[src/rtl/doodle_jump_engine.sv]
// doodle_jump_engine
//   Vertical physics and game-state controller for the doodle. Once per frame tick
//   it moves the doodle up or down one row, detects landings on the platform
//   channels, asks the platform generator to scroll the world once the doodle
//   reaches the scroll line, and keeps a saturating score of scrolled rows.
//
//   state | meaning
//   ------+-----------------------------------------------------------
//   IDLE  | waiting for Start; score of the last game still shown
//   RISE  | jump in progress, JUMP_HEIGHT ticks upward (or scrolling)
//   FALL  | moving down one row per tick, checking for platforms
//   DONE  | doodle hit the floor; everything frozen until Ack
//
// Ports
//   Clk, Reset          system clock, synchronous active-high reset
//   Start, Ack          begin a game (IDLE only) / leave DONE (DONE only)
//   tick                one-clock frame pulse; all motion advances on it
//   doodle_x            doodle left edge
//   plat_x, plat_y      packed platform left edges / top rows, channel i at [i*W +: W]
//   plat_valid          per-channel platform present
//   doodle_y            doodle feet row
//   score               scrolled rows, saturating
//   scroll_step         one-clock pulse: world moved down one row
//   land_pulse          one-clock pulse: landed on a platform
//   land_idx            channel of the most recent landing
//   q_I .. q_Done       one-hot state flags
module doodle_jump_engine #(
    parameter int N_PLAT      = 4,
    parameter int X_W         = 10,
    parameter int Y_W         = 10,
    parameter int SCORE_W     = 16,
    parameter int JUMP_HEIGHT = 64,
    parameter int SCROLL_LINE = 200,
    parameter int START_Y     = 400,
    parameter int SCREEN_H    = 480,
    parameter int DOODLE_W    = 20,
    parameter int PLAT_W      = 40,
    parameter int LIDX_W      = (N_PLAT > 1) ? $clog2(N_PLAT) : 1
) (
    input  logic                    Clk,
    input  logic                    Reset,
    input  logic                    Start,
    input  logic                    Ack,
    input  logic                    tick,
    input  logic [X_W-1:0]          doodle_x,
    input  logic [N_PLAT*X_W-1:0]   plat_x,
    input  logic [N_PLAT*Y_W-1:0]   plat_y,
    input  logic [N_PLAT-1:0]       plat_valid,
    output logic [Y_W-1:0]          doodle_y,
    output logic [SCORE_W-1:0]      score,
    output logic                    scroll_step,
    output logic                    land_pulse,
    output logic [LIDX_W-1:0]       land_idx,
    output logic                    q_I,
    output logic                    q_Rise,
    output logic                    q_Fall,
    output logic                    q_Done
);

    localparam int RC_W = (JUMP_HEIGHT > 1) ? $clog2(JUMP_HEIGHT) : 1;

    // One-hot encoding so the state flags come straight off the state register.
    typedef enum logic [3:0] {
        S_IDLE = 4'b0001,
        S_RISE = 4'b0010,
        S_FALL = 4'b0100,
        S_DONE = 4'b1000
    } state_t;

    state_t              state_q, state_d;
    logic [Y_W-1:0]      doodle_y_q, doodle_y_d;
    logic [SCORE_W-1:0]  score_q, score_d;
    logic [RC_W-1:0]     rise_cnt_q, rise_cnt_d;
    logic                scroll_step_q, scroll_step_d;
    logic                land_pulse_q, land_pulse_d;
    logic [LIDX_W-1:0]   land_idx_q, land_idx_d;

    logic [N_PLAT-1:0]   land_ok;
    logic                land_hit;
    logic [LIDX_W-1:0]   land_hit_idx;

    // Per-channel landing test. Arithmetic is one bit wider than the operands so
    // edges near the top of the coordinate range cannot wrap into a false overlap.
    always_comb begin
        land_ok = '0;
        for (int i = 0; i < N_PLAT; i++) begin
            land_ok[i] = plat_valid[i]
                && (({1'b0, doodle_y_q} + (Y_W+1)'(1)) == {1'b0, plat_y[i*Y_W +: Y_W]})
                && (({1'b0, doodle_x} + (X_W+1)'(DOODLE_W)) > {1'b0, plat_x[i*X_W +: X_W]})
                && ({1'b0, doodle_x} < ({1'b0, plat_x[i*X_W +: X_W]} + (X_W+1)'(PLAT_W)));
        end
    end

    // Scan downward so the lowest qualifying channel is the one left standing.
    always_comb begin
        land_hit     = 1'b0;
        land_hit_idx = '0;
        for (int i = N_PLAT - 1; i >= 0; i--) begin
            if (land_ok[i]) begin
                land_hit     = 1'b1;
                land_hit_idx = LIDX_W'(i);
            end
        end
    end

    always_comb begin
        state_d       = state_q;
        doodle_y_d    = doodle_y_q;
        score_d       = score_q;
        rise_cnt_d    = rise_cnt_q;
        scroll_step_d = 1'b0;
        land_pulse_d  = 1'b0;
        land_idx_d    = land_idx_q;

        case (state_q)
            S_IDLE: begin
                if (Start) begin
                    state_d    = S_RISE;
                    doodle_y_d = Y_W'(START_Y);
                    score_d    = '0;
                    rise_cnt_d = '0;
                end
            end
            S_RISE: begin
                if (tick) begin
                    if (doodle_y_q > Y_W'(SCROLL_LINE)) begin
                        doodle_y_d = doodle_y_q - Y_W'(1);
                    end else begin
                        scroll_step_d = 1'b1;
                        if (score_q != {SCORE_W{1'b1}}) begin
                            score_d = score_q + SCORE_W'(1);
                        end
                    end
                    if (rise_cnt_q == RC_W'(JUMP_HEIGHT - 1)) begin
                        state_d    = S_FALL;
                        rise_cnt_d = '0;
                    end else begin
                        rise_cnt_d = rise_cnt_q + RC_W'(1);
                    end
                end
            end
            S_FALL: begin
                if (tick) begin
                    if (land_hit) begin
                        state_d      = S_RISE;
                        land_pulse_d = 1'b1;
                        land_idx_d   = land_hit_idx;
                        rise_cnt_d   = '0;
                    end else if (doodle_y_q == Y_W'(SCREEN_H - 1)) begin
                        state_d = S_DONE;
                    end else begin
                        doodle_y_d = doodle_y_q + Y_W'(1);
                    end
                end
            end
            S_DONE: begin
                if (Ack) begin
                    state_d = S_IDLE;
                end
            end
            default: begin
                state_d = S_IDLE;
            end
        endcase
    end

    always_ff @(posedge Clk) begin
        if (Reset) begin
            state_q       <= S_IDLE;
            doodle_y_q    <= Y_W'(START_Y);
            score_q       <= '0;
            rise_cnt_q    <= '0;
            scroll_step_q <= 1'b0;
            land_pulse_q  <= 1'b0;
            land_idx_q    <= '0;
        end else begin
            state_q       <= state_d;
            doodle_y_q    <= doodle_y_d;
            score_q       <= score_d;
            rise_cnt_q    <= rise_cnt_d;
            scroll_step_q <= scroll_step_d;
            land_pulse_q  <= land_pulse_d;
            land_idx_q    <= land_idx_d;
        end
    end

    assign doodle_y    = doodle_y_q;
    assign score       = score_q;
    assign scroll_step = scroll_step_q;
    assign land_pulse  = land_pulse_q;
    assign land_idx    = land_idx_q;
    assign q_I         = (state_q == S_IDLE);
    assign q_Rise      = (state_q == S_RISE);
    assign q_Fall      = (state_q == S_FALL);
    assign q_Done      = (state_q == S_DONE);

endmodule

[config.mk]
export PLATFORM = sky130hd
export DESIGN_NAME = doodle_jump_engine
export DESIGN_NICKNAME = d
export VERILOG_FILES = /design/src/rtl/doodle_jump_engine.sv
export SDC_FILE = /design/constraint.sdc
export NUM_CORES = 1
export LEC_CHECK = 0
export ABC_AREA = 1
export CAP_MARGIN = 20
export CORE_UTILIZATION = 30
export DETAILED_ROUTE_END_ITERATION = 12
export DONT_BUFFER_PORTS = 1
export GPL_ROUTABILITY_DRIVEN = 1
export GPL_TIMING_DRIVEN = 0
export PLACE_DENSITY_LB_ADDON = 0.05
export SYNTH_ARGS = -nofsm -noshare
export SYNTH_HDL_FRONTEND = slang
export SYNTH_SLANG_ARGS = --single-unit
[constraint.sdc]
create_clock -name Clk -period 3.9 [get_ports Clk]
set_input_delay 0.195 -clock Clk [delete_from_list [all_inputs] [get_ports Clk]]
set_output_delay 0.195 -clock Clk [all_outputs]
set_load 0.01 [all_outputs]
Word-level counts from Yosys, hierarchy flattened
Cells that the tools add are included.

ROM bits: 0. Memories kept: 0. Logic and storage cells: 109. Bits in writable memories: 0. Register bits: 40. Latch bits: 0.

Order comparisons: 9. Multiply operators: 0. $add $sub $neg: 10. Bitwise logic cells: 3. Divide/modulo/power cells: 0. Mux-type cells: 36. Shifts and indexed selects: 0. Reductions and logical operators: 21. Equality and inequality tests: 23.

Operators by type and width (count): $mux W16 (4); $mux W10 (6); $add A10 B6 Y11 const B (4); $eq A11 B10 Y1 (4); $gt A11 B10 Y1 (4); $lt A10 B11 Y1 (4); $pmux W16 S2 (1); $mux W6 (5); $pmux W10 S3 (1); $mux W4 (7); $pmux W6 S3 (1); $add A16 B1 Y16 const B (1); $ne A16 B16 Y1 const B (1); $pmux W4 S4 (1); $ne A2 B2 Y1 const B (7); $logic_and A1 B1 Y1 (12); $add A10 B1 Y11 const B (1); $add A10 B5 Y11 const B (1); $add A10 B1 Y10 const B (1); $eq A10 B9 Y1 const B (1); $gt A10 B8 Y1 const B (1); $reduce_and A5 Y1 (2); $sub A10 B1 Y10 const B (1); $mux W2 (4); other kinds (16) (27).

Depth between registers and ports, before layout
Gate-level depths: netlist of the first run.

Depth in word-level cells: 12. Mapped depth: 22. Depth with buffers taken out: 22.

Worst setup path before layout of the first run
Ideal clock, no wire load.

Kind: input -> register. From: input port doodle_x[2]. To: register rise_cnt_q[2]. Buffers on the path: 0. Setup slack: 1450 ps. Arrival: 2334 ps. Cell stages on the path: 20. Required time: 3784 ps. Cells stage by stage: ha_1 -> o21ai_0 -> xor2_1 -> inv_1 -> ha_1 -> nand2_1 -> inv_1 -> nor2_1 -> o21a_1 -> nor2_1 -> nor2_1 -> o21ai_0 -> nand4_1 -> nand2_2 -> nor2_1 -> nand2_2 -> nand2_2 -> inv_2 -> nor2_1 -> nor2_1.

Longest elaborated chain between the ends: 10. Elaborated cells between the ends (all ways): 23. Those cells by class: add/sub (1); order compare (8); eq/ne (1); mux (4); reduce/logical (9).

Ends and longest elaborated chain: from (decl) (RTL line 45) `input logic [X_W-1:0] doodle_x,`; $add A10 B5 Y11 (RTL line 89) `&& (({1'b0, doodle_x} + (X_W+1)'(DOODLE_W)) > {1'b0, plat_x[i*X_W +: X_W]})`; $gt A11 B10 Y1 (RTL line 89); $logic_and A1 B1 Y1 (RTL line 89); $logic_and A1 B1 Y1 (RTL line 90) `&& ({1'b0, doodle_x} < ({1'b0, plat_x[i*X_W +: X_W]} + (X_W+1)'(PLAT_W)));`; $mux W1 (3 in series) (RTL line 99) `if (land_ok[i]) begin`; $mux W1 (*) (RTL line 99); $ne A2 B1 Y1 (no source line) (*); $reduce_and A5 Y1 (no source line) (*); to (signal assigned) (RTL line 180) `rise_cnt_q <= rise_cnt_d;`; to (decl) (RTL line 73) `logic [RC_W-1:0] rise_cnt_q, rise_cnt_d;`.

Every way passes the cells marked *; elsewhere a longest branch is shown, timed or not. A chain may end at the register's enable or synchronous reset.

Worst setup path after layout of the first run
From: register doodle_y_q[1] (netlist: doodle_y[1]). To: register doodle_y_q[2] (netlist: doodle_y[2]).

Longest elaborated chain between the ends: 11. Elaborated cells between the ends (all ways): 35. Those cells by class: add/sub (3); order compare (1); eq/ne (8); mux (10); reduce/logical (13).

Ends and longest elaborated chain: from (decl) (RTL line 71) `logic [Y_W-1:0] doodle_y_q, doodle_y_d;`; from (signal assigned) (RTL line 170) `doodle_y_q <= Y_W'(START_Y);`; from (signal assigned) (RTL line 178) `doodle_y_q <= doodle_y_d;`; $add A10 B1 Y11 (RTL line 88) `&& (({1'b0, doodle_y_q} + (Y_W+1)'(1)) == {1'b0, plat_y[i*Y_W +: Y_W]})`; $eq A11 B10 Y1 (RTL line 88); $logic_and A1 B1 Y1 (RTL line 88); $logic_and A1 B1 Y1 (RTL line 89); $logic_and A1 B1 Y1 (RTL line 90); $mux W1 (4 in series) (RTL line 99); $ne A2 B2 Y1 (no source line); $reduce_and A7 Y1 (no source line).

Several ways; a longest one is shown, not always the timed one. The select of a mux whose other input is x is not followed.

==> metrics.md, run 1 <==
| Metric | Value |
|---|---|
| Pleak | 3.33 nW |
| Pre-CTS WS | ~700 ps |
| CP Data Required Time | 4130 ps |
| First-pass GRT wire length | 31.3 mm |
| Total net switching power | 1.43 mW |
| Synthesized area | between 6000 and 7000 um^2 |
| Largest net degree at the start of global routing | 14 |
| Core Region | 19800 um^2 |
| Internal power | 1.38 mW |
| Reg-to-reg startpoint | doodle_y[1] |
| Reg2Reg Setup Slack | 970 ps |
| Critical Path AT | roughly 3200 ps |
| Hold Crit Depth | 2 |
| CTS tree | done |
| Placed insts | between 1k and 1.5k |
| R2R cell count | 15 |
| Final-report setup violation count | 0 |
| Avg WL per Cell | 15.3 um |
| Post-route clock period utilization | between 70 and 80% |
| Post-Syn Nets | 1205 |
| Drt total wl | 19.7 mm |
| Core Rows | between 50 and 60 |
| Vias in the first global route | 5980 |
| DP Area | 6470 um^2 |
| Register area | roughly 800 um^2 |
| Drt drc | 0 |
| I/O pins | roughly 130 |
| Fin util | 33.6% |
| Leading area contributor after synthesis | ha_1 |
| Area of the multi-input gates | about 4700 um^2 |
| Die ar. | 21000 um^2 |
| Post-CTS sizing | 0 |
| Flop pwr share | 21.9% |
| Peak supply drop | 0.000227 V |
| DIE HEIGHT | 145 um |
| Final worst slack | 971 ps |
| Fin. Hold Viols | 0 |
| Antenna diodes | 0 |
| Clk pwr share | 17.0% |
| Min Tclk post-route | roughly 2900 ps |
| Hold endpoint | land_idx[1] |
| Input/output buffers | 0 |
| Ys async rst share | 0% |
| PD cells | 422 nW/um^2 |
| Final Power | 2.80 mW |
| Hpwl dp | roughly 16 mm |
| Initial antenna violation count | 0 |
| Hold Path Class | primary input to flip-flop |
| ANT nets after route | 0 |
| Initial Utilization | between 30 and 40% |
| Register area share after synthesis | a little over an eighth |
| Clock latency on the worst-skew pair | 290 ps |
| Avg Synthesized Cell Area | 6.04 um^2 |
| Congestion Overflow GR | 0 |
| Synthesis-stage register bit count | 40 |
| Worst Setup Start Kind | flip-flop |
| R2R Path End | doodle_y[2] |
| Fraction of layout cells with a size suffix above 1 | 4.59% |
| FMAX | 341 MHz |
| Slew headroom | 48.2% |
| Setup TNS Final | 0 ps |
| Die W | 145 um |
| Crit Path Class | flip-flop to flip-flop |
| Design Area, Final | 6650 um^2 |
| Vias per cell | 4.76 |
| Combinational share of power | 61.0% |
| Crit path max fanout | 10 |
| TritonCTS buffer count | 5 |
| Fin cells | around 1.3k |
| Top cells by area, synth | ha_1 18%, dfxtp_1 13%, nand2_1 13%, inv_1 9.5%, nor2_1 8.5% |
| # clock sinks | 40 |
| Unique cell type count in the Yosys netlist | between 40 and 50 |
| NumNets Final | 1213 |
| Slew Viols, Final | 0 |
| Max-capacitance violation count | 0 |
| Vias | 6137 |
| Mapped Cells | 1016 |
| Clock root buffer master | clkbuf_16 |
| Switch share | 50.9% |
| Layout area overhead | 8.30% |
| Post-synth EDFFs | 0 |
| HP Start | tick |
| Status | finished clean |
| Final Skew | 12.1 ps |
| Final Wtd Congestion | roughly 0.82 |
| TritonRoute pass-1 iters | 4 |
| Worst-path clk slew | 70 ps |
| CTS HTree Levels | 2 |
| Detailed Route Iter0 Violations | 198 |
| CTS max path bufs | 2 |
| Worst Max-Slew Pin Slew | 771 ps |
| GRT Resource Usage Total | a little under a fifth |
| RSZ-0062 raised after global routing | false |
| Main synth FF type | dfxtp_1 |
| Fillers | 2281 |
| Yosys warning count | 0 |
| Fin Hold WS | a little over 80 ps |
| Area share of the leading cell type in the synthesized netlist | roughly 18% |
| CP endpoint kind | flip-flop |
-- logic make-up after synthesis --
family                     synth area share (%)
AOI/OAI and AO/OA                          11.9
and+or+nand+nor                            40.4
DFF                                        13.0
buffers and inverters                      10.4
xor gates and xnor gates                   5.71
adders and majority gates                  18.5
-- worst max-delay path by stage --
stage | slack, ps | depth (start not counted) | startpoint | endpoint
after floorplan | 1450 | 20 | doodle_x[2] | rise_cnt_q[2]
after global placement | 710 | 16 | doodle_x[3] | doodle_y[2]
after detailed placement | 720 | 16 | doodle_x[3] | doodle_y[2]
after CTS | 940 | 18 | doodle_y[0] | doodle_y[7]
after global routing | 570 | 19 | doodle_y[0] | rise_cnt_q[4]
final | 970 | 15 | doodle_y[1] | doodle_y[2]
-- critical path: stages (launching register included) --
cell and delay (ps):
dfxtp_1 500, ha_1 290, nand3_1 170, nor2_1 170, nand3_1 220, nor2_2 240, inv_1 100, nand3_1 120
nor2_1 50, nand4_1 130, nand2_2 110, o21ai_4 300, nand2_4 150, inv_2 150, nor2_1 50, nor2_1 110
-- Yosys cell counts, drive strengths merged (4+ instances only) --
master and number:
nand4 29, a21o 6, ha 89, xor2 31, nand3b 12, o21ai 41, nand2 222, o21a 5
o21bai 5, inv 164, nor2 148, o211ai 6, a21oi 53, nor3 31, nand3 103, or2 4
xnor2 9, dfxtp 40
-- power groups by stage --
stage	registers (mW)	logic, mW	clock network, mW
after floorplan	0.587	1.36	0
after global placement	0.629	1.73	0
after detailed placement	0.627	1.72	0
after CTS	0.618	1.73	0.493
after global routing	0.628	1.98	0.510
final	0.615	1.71	0.477
-- flip-flops by register name, summed over array words and instances (netlist names) --
name and flops:
score 16, doodle_y 10, rise_cnt_q 6, state_q 4
land_idx 2, land_pulse 1, scroll_step 1
-- cell type report --
class	instances	area share, %
tap	265	4.99
buffer	5	0.376
multi-input combinational	807	70.7
inverter	164	9.26
clock inverter	3	0.640
clock buffer	5	1.88
timing repair buffer	1	0.151
sequential	40	12.0
-- cells in the final DEF, fill, tap and decap left out, types with 3 or more instances in the layout --
master,count
nand2_1,213
inv_1,156
nor2_1,139
nand3_1,101
ha_1,89
a21oi_1,53
dfxtp_1,40
o21ai_0,37
xor2_1,31
nor3_1,30
nand4_1,29
nand3b_1,12
xnor2_1,9
inv_2,8
nor2_2,7
nand2_2,7
a21o_1,6
o211ai_1,6
o21a_1,5
clkbuf_16,5
o21bai_1,4
nor4_1,3
-- what timing repair did --
action,4_1_cts,5_1_grt
setup buffers,0,0
hold buffers,1,0
endpoints found under the setup margin,0,0
hold endpoints to repair,5,0
-- metal layers --
layer | track usage, % | vias up | part of all wire, %
li1 | - | 3361 | -
met4 | 2.50 | 0 | 0.66
met2 | 32.1 | 104 | 46
met3 | 4.03 | 9 | 5.3
met1 | 24.2 | 2663 | 48
met5 | 0 | - | 0
No activity file was read; power rests on OpenSTA's default activity.
==> inputs of run 2 (changes only) <==
==> constraint.sdc (replaced) <==
create_clock -name Clk -period 2.6 [get_ports Clk]
set_input_delay 0.13 -clock Clk [delete_from_list [all_inputs] [get_ports Clk]]
set_output_delay 0.13 -clock Clk [all_outputs]
set_load 0.01 [all_outputs]
==> metrics.md, run 2 (same netlist as run 1, synthesis figures left out) <==
| Metric | Value |
|---|---|
| First-pass GRT wire length | 31.6 mm |
| CTS tree | done |
| CP Data Required Time | 2780 ps |
| NumNets Final | approximately 1.2k |
| Core Region | between 15000 and 20000 um^2 |
| Worst Setup Start Kind | flip-flop |
| R2R Path End | land_idx[0] |
| Vias in the first global route | around 6.1k |
| Clk pwr share | 15.2% |
| Fin cells | ~1.3k |
| Hold endpoint | land_idx[1] |
| Detailed Route Iter0 Violations | between 200 and 300 |
| Final Wtd Congestion | 0.819 |
| Status | finished clean |
| Max-capacitance violation count | 0 |
| Placed insts | 1281 |
| Clock latency on the worst-skew pair | 290 ps |
| Core Rows | 51 |
| DIE HEIGHT | 145 um |
| Fin Hold WS | 18.6 ps |
| Layout area overhead | 19.5% |
| Die ar. | roughly 21000 um^2 |
| Commonest non-fill, non-tap cells in the layout | 192 x nand2_1, 150 x inv_1, 125 x nor2_1 |
| Total net switching power | 2.35 mW |
| CTS HTree Levels | 2 |
| Slew headroom | 62.1% |
| Antenna diodes | 0 |
| Worst-path clk slew | approximately 70 ps |
| Most common cell after layout, fill and taps aside | nand2_1 |
| Crit path max fanout | 6 |
| Final Skew | 12.3 ps |
| Vias | 6318 |
| Initial antenna violation count | 0 |
| TritonCTS buffer count | 5 |
| Reg2Reg Setup Slack | ~56 ps |
| Final-report setup violation count | 0 |
| Register area | about 800 um^2 |
| Fin. Hold Viols | 0 |
| Critical Path AT | 2720 ps |
| Avg WL per Cell | 15.3 um |
| Hold Crit Depth | 2 |
| Setup TNS Final | 0 ps |
| TritonRoute pass-1 iters | 4 |
| I/O pins | about 130 |
| Fillers | 2218 |
| Area of the multi-input gates | ~5000 um^2 |
| Drt drc | 0 |
| Vias per cell | 4.78 |
| Crit Path Class | flip-flop to flip-flop |
| Input/output buffers | 0 |
| Drt total wl | between 20 and 25 mm |
| R2R cell count | 19 |
| GRT Resource Usage Total | 18.8% |
| PD cells | 640 nW/um^2 |
| RSZ-0062 raised after global routing | true |
| Peak supply drop | roughly 0.00038 V |
| Fraction of layout cells with a size suffix above 1 | about 15% |
| Hold Path Class | primary input to flip-flop |
| Switch share | 50.1% |
| Post-route clock period utilization | 97.8% |
| Slew Viols, Final | 0 |
| # clock sinks | 40 |
| Max reg flops | 16 |
| Congestion Overflow GR | 0 |
| CP endpoint kind | flip-flop |
| Internal power | about 2.3 mW |
| Min Tclk post-route | 2540 ps |
| ANT nets after route | 0 |
| HP Start | tick |
| Fin util | a little under two fifths |
| Die W | approximately 150 um |
| Largest net degree at the start of global routing | 14 |
| Initial Utilization | a little under a third |
| Hpwl dp | 16.5 mm |
| Clock root buffer master | clkbuf_16 |
| Reg-to-reg startpoint | doodle_y[0] |
| Flop pwr share | approximately a fifth |
| CTS max path bufs | 2 |
| Combinational share of power | between 60% and 70% |
| FMAX | 393 MHz |
| Pleak | 3.55 nW |
| Worst Max-Slew Pin Slew | 562 ps |
run 2: cell count changes in the layout (fill, tap and decap cells not counted), sizes merged:
| cell | previous run | this run |
|---|---|---|
| buf | 3 | 33 |
| nand2 | 222 | 223 |
| inv | 164 | 163 |
| clkinvlp | 1 | 2 |
run 2: power groups by stage:
stage	clock, mW	combinational [mW]	sequential [mW]
final	0.714	3.02	0.958
after CTS	0.739	2.68	0.941
after global routing	0.765	3.44	0.977
after floorplan	0	2.04	0.881
after global placement	0	2.59	0.944
after detailed placement	0	2.58	0.940
run 2: metrics by stage:
step	total power, mW	instance area [um^2]	worst slack, ps
CTS	4.36	6830	1.58
detailed placement	3.52	6470	-514
finish	4.69	7330	56.4
global placement	3.53	6470	-524
global route	5.18	7330	-161
floorplan	2.93	6140	215
run 2: worst max-delay path by stage:
| stage | startpoint | to |
|---|---|---|
| final | doodle_y[0] | land_idx[0] |
| after global routing | state_q[0] | doodle_y[8] |
| after CTS | doodle_x[2] | rise_cnt_q[4] |
| after detailed placement | doodle_x[3] | doodle_y[2] |
| after global placement | doodle_x[3] | doodle_y[2] |
| after floorplan | doodle_x[2] | rise_cnt_q[2] |
run 2: layout make-up:
type / instances / share of cell area, %
plain buffers: 5 / 0.478
clock buffers: 5 / 1.71
clock inverters: 3 / 0.580
inverters: 164 / 8.61
multi-input cells: 808 / 69.4
flip-flops and latches: 40 / 11.2
well taps: 265 / 4.52
repair buffers: 31 / 3.58
run 2: critical path: stages, from the launching register on:
cell	delay, ps
dfxtp_4	380
buf_8	110
clkinvlp_4	110
ha_4	310
inv_4	50
nand2_1	50
nand3_1	60
nor2_1	110
nand3_2	100
nor2_1	100
nand3_1	80
nor2_1	130
nand4_1	150
buf_4	180
buf_4	120
buf_4	120
nand2_1	90
nand3_1	80
nand2_1	70
nor2_1	40
run 2: what timing repair did:
action                                  in CTS  in global routing
hold buffers                                 1                  0
resized for setup                           27                 99
setup buffers                               13                 17
pin swaps                                    8                 48
endpoints found under the setup margin      33                 33
endpoints found under the hold margin        5                  0
gates cloned                                 0                  1
run 2: layer usage:
layer / track usage (%) / wire length (um) / up-vias
li1: - / - / 3431
met1: 24.3 / 9310 / 2762
met2: 32.6 / 9600 / 118
met3: 4.06 / 1190 / 7
met4: 2.50 / 119 / 0
met5: 0 / 0 / -
==> inputs of run 3 (changes only) <==
--- a/config.mk
+++ b/config.mk
@@ -5,14 +5,15 @@
 export SDC_FILE = /design/constraint.sdc
 export NUM_CORES = 1
 export LEC_CHECK = 0
-export ABC_AREA = 1
 export CAP_MARGIN = 20
 export CORE_UTILIZATION = 30
 export DETAILED_ROUTE_END_ITERATION = 12
 export DONT_BUFFER_PORTS = 1
 export GPL_ROUTABILITY_DRIVEN = 1
 export GPL_TIMING_DRIVEN = 0
+export MAX_ROUTING_LAYER = met4
 export PLACE_DENSITY_LB_ADDON = 0.05
 export SYNTH_ARGS = -nofsm -noshare
 export SYNTH_HDL_FRONTEND = slang
 export SYNTH_SLANG_ARGS = --single-unit
+export TNS_END_PERCENT = 50
==> metrics.md, run 3 <==
| Metric | Value |
|---|---|
| First-pass GRT wire length | roughly 36 mm |
| Slew Viols, Final | 0 |
| Area share of the leading cell type in the synthesized netlist | 17.9% |
| Congestion Overflow GR | 0 |
| Worst path buffer plus inverter count | 3 |
| Final Power | between 4 and 5 mW |
| Fillers | approximately 2.1k |
| Commonest non-fill, non-tap cells in the layout | 85 x ha_1, 58 x inv_1, 57 x nand2_1 |
| Hold Path Class | primary input to flip-flop |
| Critical Path AT | 3460 ps |
| Post-Syn Nets | 995 |
| Synth cell count leaders | 89 x ha_1, 61 x inv_1, 59 x nand2_1 |
| Final-report setup violation count | 24 |
| TritonCTS buffer count | 5 |
| Leading area contributor after synthesis | ha_1 |
| FMAX | around 300 MHz |
| Most common cell after layout, fill and taps aside | ha_1 |
| Placed insts | roughly 1.1k |
| Post-synth EDFFs | 0 |
| Max reg flops | 16 |
| Main synth FF type | dfxtp_1 |
| CP Data Required Time | 2770 ps |
| Detailed Route Iter0 Violations | 460 |
| DP Area | 6720 um^2 |
| Die W | 146 um |
| Worst-path clk slew | 70 ps |
| Yosys warning count | 0 |
| Vias in the first global route | 6346 |
| CTS max path bufs | 2 |
| Unique cell type count in the Yosys netlist | 78 |
| Max stage delay on crit path | 550 ps |
| Worst-path cell chain | buf_12 > clkinvlp_4 > ha_4 > xor2_2 > a2111oi_4 > or4b_1 > or4_4 > o31ai_4 > o21ai_4 > buf_4 > a211oi_2 > o32ai_1 |
| Design Area, Final | 7760 um^2 |
| Final Wtd Congestion | 0.905 |
| Worst Setup Start Kind | flip-flop |
| DIE HEIGHT | approximately 150 um |
| Register area | 823 um^2 |
| GRT Resource Usage Total | 22.2% |
| Pleak | 3.11 nW |
| Drt drc | 0 |
| Clock root buffer master | clkbuf_16 |
| Largest net degree at the start of global routing | 15 |
| NumNets Final | 1044 |
| Hpwl dp | ~19 mm |
| Synthesized area | 6220 um^2 |
| Initial antenna violation count | 0 |
| Ys async rst share | 0% |
| ANT nets after route | 0 |
| Min Tclk post-route | 3300 ps |
| Drt total wl | 23.5 mm |
| Avg Synthesized Cell Area | 7.72 um^2 |
| Vias | 6395 |
| Final worst slack | -696 ps |
| Slew headroom | about a third |
| # clock sinks | 40 |
| Fin. Hold Viols | 0 |
| Final Skew | 9.24 ps |
| Max stage delay cell, worst path | or4_4 |
| Antenna diodes | 0 |
| Core Rows | 52 |
| Input/output buffers | 0 |
| Synthesis-stage register bit count | 40 |
| Violated checks | negative setup slack |
| Peak supply drop | 0.000292 V |
| CTS HTree Levels | 2 |
| Fraction of layout cells with a size suffix above 1 | 19.0% |
| CTS tree | done |
| Post-route clock period utilization | 127% |
| Area of the multi-input gates | 5640 um^2 |
| I/O pins | roughly 130 |
| Initial Utilization | between 30% and 40% |
| Most common cell in the synthesized netlist | ha_1 |
| Crit Path Class | flip-flop to flip-flop |
| CP endpoint kind | flip-flop |
| TritonRoute pass-1 iters | 5 |
| PD cells | 529 nW/um^2 |
| Fin cells | roughly 1.1k |
| Vias per cell | 5.68 |
| Max-capacitance violation count | 0 |
| Status | finished with violations |
| RSZ-0062 raised after global routing | true |
| Top cells by area, synth | ha_1 18%, dfxtp_1 13%, xnor2_1 8.0%, inv_1 3.7%, nand2_1 3.6% |
| Register area share after synthesis | 12.9% |
| Die ar. | between 20000 and 25000 um^2 |
| Mapped Cells | ~800 |
| Core Region | 20300 um^2 |
| Clock latency on the worst-skew pair | 290 ps |
| Crit path max fanout | 4 |
| Layout area overhead | 24.8% |
| Worst Max-Slew Pin Slew | 1010 ps |
| Avg WL per Cell | 20.8 um |
| Cell family with most CP delay | simple AND/OR/NAND/NOR gates |
-- run 3: cell types whose count changed in the layout (fill, tap and decap cells not counted), moves of 22 or more --
cell / previous run / this run
nand2_1: 192 / 57
inv_1: 150 / 58
nor2_1: 125 / 49
nand3_1: 86 / 23
xnor2_1: 7 / 50
nor2b_1: 0 / 22
-- run 3: stage by stage --
stage	hold slack, ps	setup slack [ps]	utilization [%]	TNS, ps
2_1_floorplan	263	-531	-	-6540
3_3_place_gp	275	-1250	33.1	-31390
3_5_place_dp	276	-1230	33.1	-30720
4_1_cts	68.8	-713	36.5	-12510
5_1_grt	72.4	-790	38.2	-14810
6_report	77.7	-696	38.2	-12630
-- run 3: cell families after synthesis --
group / count (synthesis) / share of synthesized area, %
AO/OA/AOI/OAI: 209 / 24.0
XOR/XNOR: 87 / 13.4
adder cells (fa/ha/maj): 92 / 18.5
buffers and inverters: 86 / 5.33
flip-flops: 40 / 12.9
multiplexers: 7 / 1.17
AND/OR/NAND/NOR: 285 / 24.8
-- run 3: layer usage --
metal	up-vias	part of all wire, %	GRT usage [%]
met3	11	7.0	4.98
met2	206	44	35.0
li1	3120	-	-
met4	0	0.65	2.97
met5	-	0	-
met1	3058	48	29.5
-- run 3: final cells by class --
class / count / share of cell area [%]
Timing Repair Buffer: 42 / 4.38
Buffer: 24 / 2.79
Multi-Input combinational cell: 681 / 72.6
Clock inverter: 1 / 0.113
Tap cell: 270 / 4.35
Sequential cell: 40 / 10.6
Clock buffer: 7 / 2.11
Inverter: 61 / 3.05
-- run 3: path summary, 6_finish.rpt --
check / start / to / slack [ps] / cells past startpoint
hold / removal: tick / land_pulse / 80 / 2
hold reg to reg: rise_cnt_q[5] / rise_cnt_q[5] / 470 / 2
setup / recovery: doodle_y[0] / rise_cnt_q[4] / -700 / 12
setup reg to reg: doodle_y[0] / rise_cnt_q[4] / -700 / 12
-- run 3: repair_timing --
item,in CTS,in global routing
pin swaps,20,38
buffers inserted,25,15
setup endpoints to repair,39,30
gates resized for setup,75,47
hold endpoints to repair,1,0
gates cloned,0,1
hold buffers,1,0
-- run 3: power breakdown --
| part | switching, mW | internal (mW) | leakage, nW |
|---|---|---|---|
| clock | 0.270 | 0.442 | 0.0852 |
| combinational | 1.48 | 1.12 | 2.70 |
| sequential | 0.117 | 0.682 | 0.327 |
| total | 1.86 | 2.24 | 3.11 |
